File: src/rtl/bcd_digit_serializer_if.sv
// Digit stream from the BCD serializer to the OLED glyph renderer.
// The serializer drives the digit side (master); the renderer drives ready (slave).
interface bcd_digit_serializer_if #(
    parameter int DIGITS_NUM = 6
);
    localparam int IDX_W = (DIGITS_NUM > 1) ? $clog2(DIGITS_NUM) : 1;

    logic [3:0]       digit_out;
    logic [IDX_W-1:0] digit_index_out;
    logic             digit_valid_out;
    logic             digit_ready_in;
    logic             last_out;

    modport master (
        output digit_out,
        output digit_index_out,
        output digit_valid_out,
        output last_out,
        input  digit_ready_in
    );

    modport slave (
        input  digit_out,
        input  digit_index_out,
        input  digit_valid_out,
        input  last_out,
        output digit_ready_in
    );
endinterface

File: src/rtl/bcd_digit_serializer.sv
// Snapshots a packed BCD value plus overflow on start and streams its digits,
// most significant first, with optional leading-zero and overflow substitution.
module bcd_digit_serializer #(
    parameter int         DIGITS_NUM          = 6,
    parameter bit         BLANK_LEADING_ZEROS = 1'b1,
    parameter logic [3:0] BLANK_CODE          = 4'hF,
    parameter logic [3:0] OVF_CODE            = 4'hE
) (
    input  logic                    clk_in,
    input  logic                    reset_in,
    input  logic                    start_in,
    input  logic [4*DIGITS_NUM-1:0] digits_in,
    input  logic                    overflow_in,
    bcd_digit_serializer_if.master  stream,
    output logic                    busy_out,
    output logic                    done_out
);
    localparam int IDX_W = (DIGITS_NUM > 1) ? $clog2(DIGITS_NUM) : 1;
    localparam logic [IDX_W-1:0] TOP_IDX = IDX_W'(DIGITS_NUM - 1);

    typedef enum logic [1:0] {IDLE, EMIT, DONE} state_t;

    state_t           state_reg, state_next;
    logic [IDX_W-1:0] idx_reg, idx_next;
    logic             ovf_reg, ovf_next;
    logic             seen_reg, seen_next;
    logic [3:0]       digit_reg, digit_next;
    logic             valid_reg, valid_next;
    logic             last_reg, last_next;
    logic             busy_reg, busy_next;
    logic             done_reg, done_next;
    logic [3:0]       snap_reg [DIGITS_NUM];
    logic             capture;
    logic [IDX_W-1:0] idx_dec;
    logic [3:0]       top_in;
    logic [3:0]       nxt_raw;

    // seen = a nonzero digit has already been presented in this stream, so
    // "this and all higher digits are zero" reduces to !seen && digit == 0.
    function automatic logic [3:0] glyph(input logic [3:0] d, input logic seen,
                                         input logic at_zero, input logic ovf);
        if (ovf)
            return OVF_CODE;
        else if (BLANK_LEADING_ZEROS && !at_zero && !seen && d == 4'd0)
            return BLANK_CODE;
        else
            return d;
    endfunction

    assign capture = (state_reg == IDLE) && start_in;
    assign idx_dec = idx_reg - 1'b1;
    assign top_in  = digits_in[4*DIGITS_NUM-1 -: 4];
    assign nxt_raw = snap_reg[idx_dec];

    generate
        for (genvar gi = 0; gi < DIGITS_NUM; gi++) begin : g_snap
            always_ff @(posedge clk_in) begin
                if (reset_in)
                    snap_reg[gi] <= 4'd0;
                else if (capture)
                    snap_reg[gi] <= digits_in[4*gi +: 4];
            end
        end
    endgenerate

    always_comb begin
        state_next = state_reg;
        idx_next   = idx_reg;
        ovf_next   = ovf_reg;
        seen_next  = seen_reg;
        digit_next = digit_reg;
        valid_next = valid_reg;
        last_next  = last_reg;
        busy_next  = busy_reg;
        done_next  = 1'b0;
        case (state_reg)
            IDLE: begin
                busy_next = 1'b0;
                if (start_in) begin
                    state_next = EMIT;
                    idx_next   = TOP_IDX;
                    ovf_next   = overflow_in;
                    digit_next = glyph(top_in, 1'b0, TOP_IDX == '0, overflow_in);
                    seen_next  = (top_in != 4'd0);
                    valid_next = 1'b1;
                    last_next  = (TOP_IDX == '0);
                    busy_next  = 1'b1;
                end
            end
            EMIT: begin
                if (stream.digit_ready_in) begin
                    if (idx_reg == '0) begin
                        state_next = DONE;
                        valid_next = 1'b0;
                        last_next  = 1'b0;
                        done_next  = 1'b1;
                    end else begin
                        idx_next   = idx_dec;
                        digit_next = glyph(nxt_raw, seen_reg, idx_dec == '0, ovf_reg);
                        seen_next  = seen_reg | (nxt_raw != 4'd0);
                        last_next  = (idx_dec == '0);
                    end
                end
            end
            DONE: begin
                state_next = IDLE;
                busy_next  = 1'b0;
            end
            default: state_next = IDLE;
        endcase
    end

    always_ff @(posedge clk_in) begin
        if (reset_in) begin
            state_reg <= IDLE;
            idx_reg   <= '0;
            ovf_reg   <= 1'b0;
            seen_reg  <= 1'b0;
            digit_reg <= 4'd0;
            valid_reg <= 1'b0;
            last_reg  <= 1'b0;
            busy_reg  <= 1'b0;
            done_reg  <= 1'b0;
        end else begin
            state_reg <= state_next;
            idx_reg   <= idx_next;
            ovf_reg   <= ovf_next;
            seen_reg  <= seen_next;
            digit_reg <= digit_next;
            valid_reg <= valid_next;
            last_reg  <= last_next;
            busy_reg  <= busy_next;
            done_reg  <= done_next;
        end
    end

    assign stream.digit_out       = digit_reg;
    assign stream.digit_index_out = idx_reg;
    assign stream.digit_valid_out = valid_reg;
    assign stream.last_out        = last_reg;
    assign busy_out               = busy_reg;
    assign done_out               = done_reg;
endmodule

File: src/flat_wrapper.sv
// flat-port wrapper written by rule: the top's interface ports become plain ports
module bcd_digit_serializer_flat 
#(
    parameter int         DIGITS_NUM          = 6,
    parameter bit         BLANK_LEADING_ZEROS = 1'b1,
    parameter logic [3:0] BLANK_CODE          = 4'hF,
    parameter logic [3:0] OVF_CODE            = 4'hE
)
  (clk_in, reset_in, start_in, digits_in, overflow_in, busy_out, done_out, stream_digit_out, stream_digit_index_out, stream_digit_valid_out, stream_last_out, stream_digit_ready_in);
  bcd_digit_serializer_if #(.DIGITS_NUM(DIGITS_NUM)) stream_i ();
  input  logic clk_in;
  input  logic reset_in;
  input  logic start_in;
  input  logic [4*DIGITS_NUM-1:0] digits_in;
  input  logic overflow_in;
  output logic busy_out;
  output logic done_out;
  output wire logic [$bits(stream_i.digit_out)-1:0] stream_digit_out;
  output wire logic [$bits(stream_i.digit_index_out)-1:0] stream_digit_index_out;
  output wire logic [$bits(stream_i.digit_valid_out)-1:0] stream_digit_valid_out;
  output wire logic [$bits(stream_i.last_out)-1:0] stream_last_out;
  input wire logic [$bits(stream_i.digit_ready_in)-1:0] stream_digit_ready_in;
  assign stream_digit_out = stream_i.digit_out;
  assign stream_digit_index_out = stream_i.digit_index_out;
  assign stream_digit_valid_out = stream_i.digit_valid_out;
  assign stream_last_out = stream_i.last_out;
  assign stream_i.digit_ready_in = stream_digit_ready_in;
  bcd_digit_serializer #(.DIGITS_NUM(DIGITS_NUM), .BLANK_LEADING_ZEROS(BLANK_LEADING_ZEROS), .BLANK_CODE(BLANK_CODE), .OVF_CODE(OVF_CODE)) u_core (.clk_in(clk_in), .reset_in(reset_in), .start_in(start_in), .digits_in(digits_in), .overflow_in(overflow_in), .stream(stream_i), .busy_out(busy_out), .done_out(done_out));
endmodule
File: config.mk
export PLATFORM = sky130hd
export DESIGN_NAME = bcd_digit_serializer_flat
export DESIGN_NICKNAME = d
export VERILOG_FILES = /design/src/rtl/bcd_digit_serializer_if.sv /design/src/rtl/bcd_digit_serializer.sv /design/src/flat_wrapper.sv
export SDC_FILE = /design/constraint.sdc
export NUM_CORES = 1
export LEC_CHECK = 0
export BUFFER_PORTS_ARGS = -buffer_cell sky130_fd_sc_hd__clkbuf_2
export CORE_MARGIN = 1.5
export CORE_UTILIZATION = 50
export CTS_CLUSTER_DIAMETER = 120
export CTS_CLUSTER_SIZE = 25
export DETAILED_ROUTE_END_ITERATION = 8
export PLACE_DENSITY = 0.83
export SLEW_MARGIN = 20
export SYNTH_ARGS = -nofsm -noshare
export SYNTH_HDL_FRONTEND = slang
export SYNTH_SLANG_ARGS = --single-unit
File: constraint.sdc
create_clock -name clk_in -period 7.7 [get_ports clk_in]
set_input_delay 1.925 -clock clk_in [delete_from_list [all_inputs] [get_ports clk_in]]
set_output_delay 1.925 -clock clk_in [all_outputs]
set_load 0.005 [all_outputs]
Yosys cells after proc, flatten, opt, wreduce, memory -nomap -nowiden --
Memory sizes are Yosys's and may differ from the RTL's. Cells that the tools add are included.
Cells by class: add/subtract/negate cells 1, eq/ne operators 6, multiplexer cells 42, bitwise operators 9, reduce and logical (&&, ||, !) cells 20
Operators by type and width (count):
- two-way mux 4 bit | 13
- two-way mux 1 bit | 16
- two-way mux 3 bit | 3
- logical NOT 4 bit | 2
- case mux 1 bit (2 select lines) | 4
- case mux 4 bit (2 select lines) | 1
- AND reduction 4 bit | 2
- nonzero test 4 bit | 2
- bitwise OR 1 bit | 7
- logical NOT 3 bit | 2
- two-way mux 2 bit | 3
- != test 2 bit, second input constant | 3
- case mux 3 bit (2 select lines) | 1
- AND reduction 3 bit | 2
- case mux 2 bit (2 select lines) | 1
- nonzero test 2 bit | 2
- logical AND 1 bit | 3
- OR reduction 3 bit | 1
- subtractor 3 x 1 -> 3 bit, second input constant | 1
- equality test 2 x 1 -> 1 bit, second input constant | 1
- equality test 2 bit, second input constant | 1
- logical NOT 1 bit | 2
- logical NOT 2 bit | 1
- != test 2 x 1 -> 1 bit, second input constant | 1
- other kinds (2) | 3
Word-level totals: bits in registers 15, bits in writable memories 24, bits of input ports 29, output and inout bits 11, logic and storage cells 88, memories kept 1
Memories:
- u_core.snap_reg | words 6, bits a word 4, read ports 1, clocked after memory_dff 0, wr ports 6, line bcd_digit_serializer.sv:32 | logic [3:0] snap_reg [DIGITS_NUM];

Longest topological paths before layout --
word-level depth 10, gate-level depth with buffers 9, depth with buffers taken out 7

Worst setup path before layout --
No wires, ideal clock.
path kind input port to flip-flop, from input port reset_in, to memory u_core.snap_reg[0][0], enable pin, setup time 0.384 ns, arrival 2.818 ns, required time 7.316 ns, slack 4.497 ns, cell stages on the path 2, path buffers 1, cells stage by stage clkbuf_1 > nand2b_1
RTL lines:
- start, declared | line flat_wrapper.sv:12 | input logic reset_in;
- end, declared | line bcd_digit_serializer.sv:32

==> results.json <==
{
  "synthXorXnorAreaFrac_pct": 1.430,
  "grt_usage_pct": 19.07,
  "synth_mux_area_share_pct": 10.40,
  "grt_pass1_wl_um": 5927,
  "slowest_stage": "nand2b_1",
  "slowest_delay_ns": 0.87,
  "mostFrequentLayoutCells": "39 x clkbuf_2, 24 x and2_1, 24 x edfxtp_1",
  "cts.path.max_buffers": 2,
  "crit_path_end_kind": "flop",
  "diodes": 0,
  "die_x_um": 65.04,
  "busiest_layer": "met2",
  "yosysTopAreaCellShare_pct": 37.45,
  "grt_overflow": 0,
  "yosys.area_share.simple_pct": 21.46,
  "cts_setup_buffers": 0,
  "synth_edf_count": 24,
  "cts-root-buf": "clkbuf_8",
  "syn_inst": 170,
  "worst_pin_slew_ns": 1.070,
  "seq_area_frac_synth_pct": 53.06,
  "worstPathRequired_ns": 7.61,
  "synth.area.top_cells": "edfxtp_1 37%, dfxtp_1 16%, and2_1 7.8%",
  "drive_gt1_share_pct": 29.38,
  "synthAdderAreaFrac_pct": 1.951,
  "fin_ws_ns": 4.509,
  "antenna_found_initial": 0,
  "cp_top_family": "simple AND/OR/NAND/NOR gates",
  "synth-compound-area-share_pct": 8.713,
  "worst_setup_path_start_kind": "input port",
  "drt_first_pass_iters": 4,
  "cts_made_buffers": 5,
  "start_util_pct": 52.17,
  "drt_wl_total_um": 3581,
  "path_buf_inv": 1,
  "cp.arrival_ns": 3.10,
  "hold_viol_final": 0,
  "layout_commonest_cell": "clkbuf_2",
  "finalMaxSlewViolations": 0,
  "rsz0062_at_grt": "no",
  "nets": 242,
  "grt_util_met2_pct": 31.44,
  "synthFlopType": "edfxtp_1",
  "die_h_um": 65.04,
  "max_freq_mhz": 313.3,
  "grtUsageMet1_pct": 23.02,
  "grt_pass1_vias": 1311,
  "gp_congestion": 0.7435,
  "drc_errors": 0,
  "num_rows": 22,
  "postCtsHoldBufs": 0,
  "ant_nets": 0,
  "cts_htree_levels": 2,
  "post-route-period-util_pct": 41.45,
  "async_reset_ff_share_pct": 0,
  "die_area_sq_mm": 0.004230,
  "ys_warn_count": 0,
  "grt_max_degree": 25,
  "coreArea_sq_mm": 0.003689,
  "viasPerCell": 5.390,
  "numPortBuffers": 39,
  "largest_register_ffs": 24,
  "final-setup-viol-count": 0,
  "syn_nets": 202,
  "clock_latency_ns": 0.29,
  "io_pins": 40,
  "synth_top_area_cell": "edfxtp_1",
  "max_cap_viol_count": 0,
  "worstSetupPathType": "in -> reg",
  "num_vias": 1396,
  "drtIter0Drc": 108,
  "relSlewSlack_pct": 28.70,
  "tritoncts": "done",
  "cellLeakagePower_nw": 0.9249,
  "clock_sinks": 39,
  "synth_top_family_by_area": "simple AND/OR/NAND/NOR gates",
  "path_cells": "clkbuf_2, nand2b_1",
  "clkTransAtPathRegs_ns": 0.07,
  "layout_min_cycle_time_ns": 3.191,
  "grt_use_met3_pct": 7.813,
  "irDropWorstVdd_mv": 0.1194,
  "critPathMaxFanout": 24,
  "fin_worst_skew_ns": 0.007096,
  "synthesis.area_sq_mm": 0.001924,
  "tns_ns": 0,
  "synth.distinct_cells": 39,
  "power.density_mw_per_mm2": 219.4,
  "wl_per_cell_um": 13.83,
  "hp-class": "reg -> reg",
  "avgSynthCellArea_sq_um": 11.32,
  "dp_hpwl_um": 2606,
  "post-place-ws_ns": 4.166,
  "area_growth_pct": 16.12,
  "status": "finished, final reports clean",
  "synth_seq_cells": 39,
  "cts.repair.resized": 0
}
## final cells by class
class,instances,area (sq um)
fillers,322,1454
flip-flops and latches,39,1021
multi-input cells,118,848.3
repair buffers,39,195.2
clock buffers,5,68.82
well taps,48,60.06
inverters,7,26.28
clock inverters,3,15.01
## cell usage after synthesis (2+ instances only)
master and count:
mux2i_1 5, mux4_2 4, clkbuf_1 4, nand2b_1 3, o21ai_0 3, edfxtp_1 24
nand4_1 2, inv_1 7, nor2b_1 2, dfxtp_1 15, a21oi_1 9, nand2_1 9
nand3_1 6, mux2_4 4, ha_1 3, and2_1 24, nor2_1 16, o2bb2ai_1 2
nor3_1 8
## routing by layer
| layer | vias up | routed length, um |
|---|---|---|
| met2 | 50 | 1753 |
| met3 | 6 | 226 |
| li1 | 691 | - |
| met5 | - | 0 |
| met1 | 649 | 1561 |
| met4 | 0 | 40 |
## power breakdown
part	internal, mW	switching [mW]
Clock	0.0619	0.0707
Sequential	0.242	0.0120
Combinational	0.0492	0.0549
## cell families (layout without fill, tap and decap cells)
kind of cell	Yosys count	after routing
simple gates	77	77
flops	39	39
compound gates	24	24
mux	13	13
buf+inv	13	54
fa+ha+maj	3	3
xor+xnor	1	1
## path summary, 6_finish.rpt
kind,slack (ns),from,depth (start not counted),to
setup / recovery,4.51,reset_in,2,u_core.snap_reg[4][2]
hold / removal,0.47,u_core.stream.digit_valid_out,2,u_core.stream.digit_valid_out
setup reg to reg,4.70,u_core.stream.digit_index_out[0],6,u_core.stream.digit_out[2]
hold reg to reg,0.47,u_core.stream.digit_valid_out,2,u_core.stream.digit_valid_out
## per-stage QoR
| stage | utilization (%) | area [sq um] | cells | hold WS [ns] | total power, mW |
|---|---|---|---|---|---|
| finish | 60.58 | 2235 | 259 | 0.4657 | 0.4903 |
| global route | 60.58 | 2235 | 259 | 0.4968 | 0.5187 |
| CTS | 60.52 | 2232 | 259 | 0.4670 | 0.4936 |
| detailed placement | 58.24 | 2148 | 251 | 0.4579 | 0.3620 |
| global placement | 58.24 | 2148 | 251 | 0.4502 | 0.3578 |
| floorplan | - | 1924 | 170 | 0.4446 | 0.3332 |
Note: power is estimated with default switching activity, not from simulation.
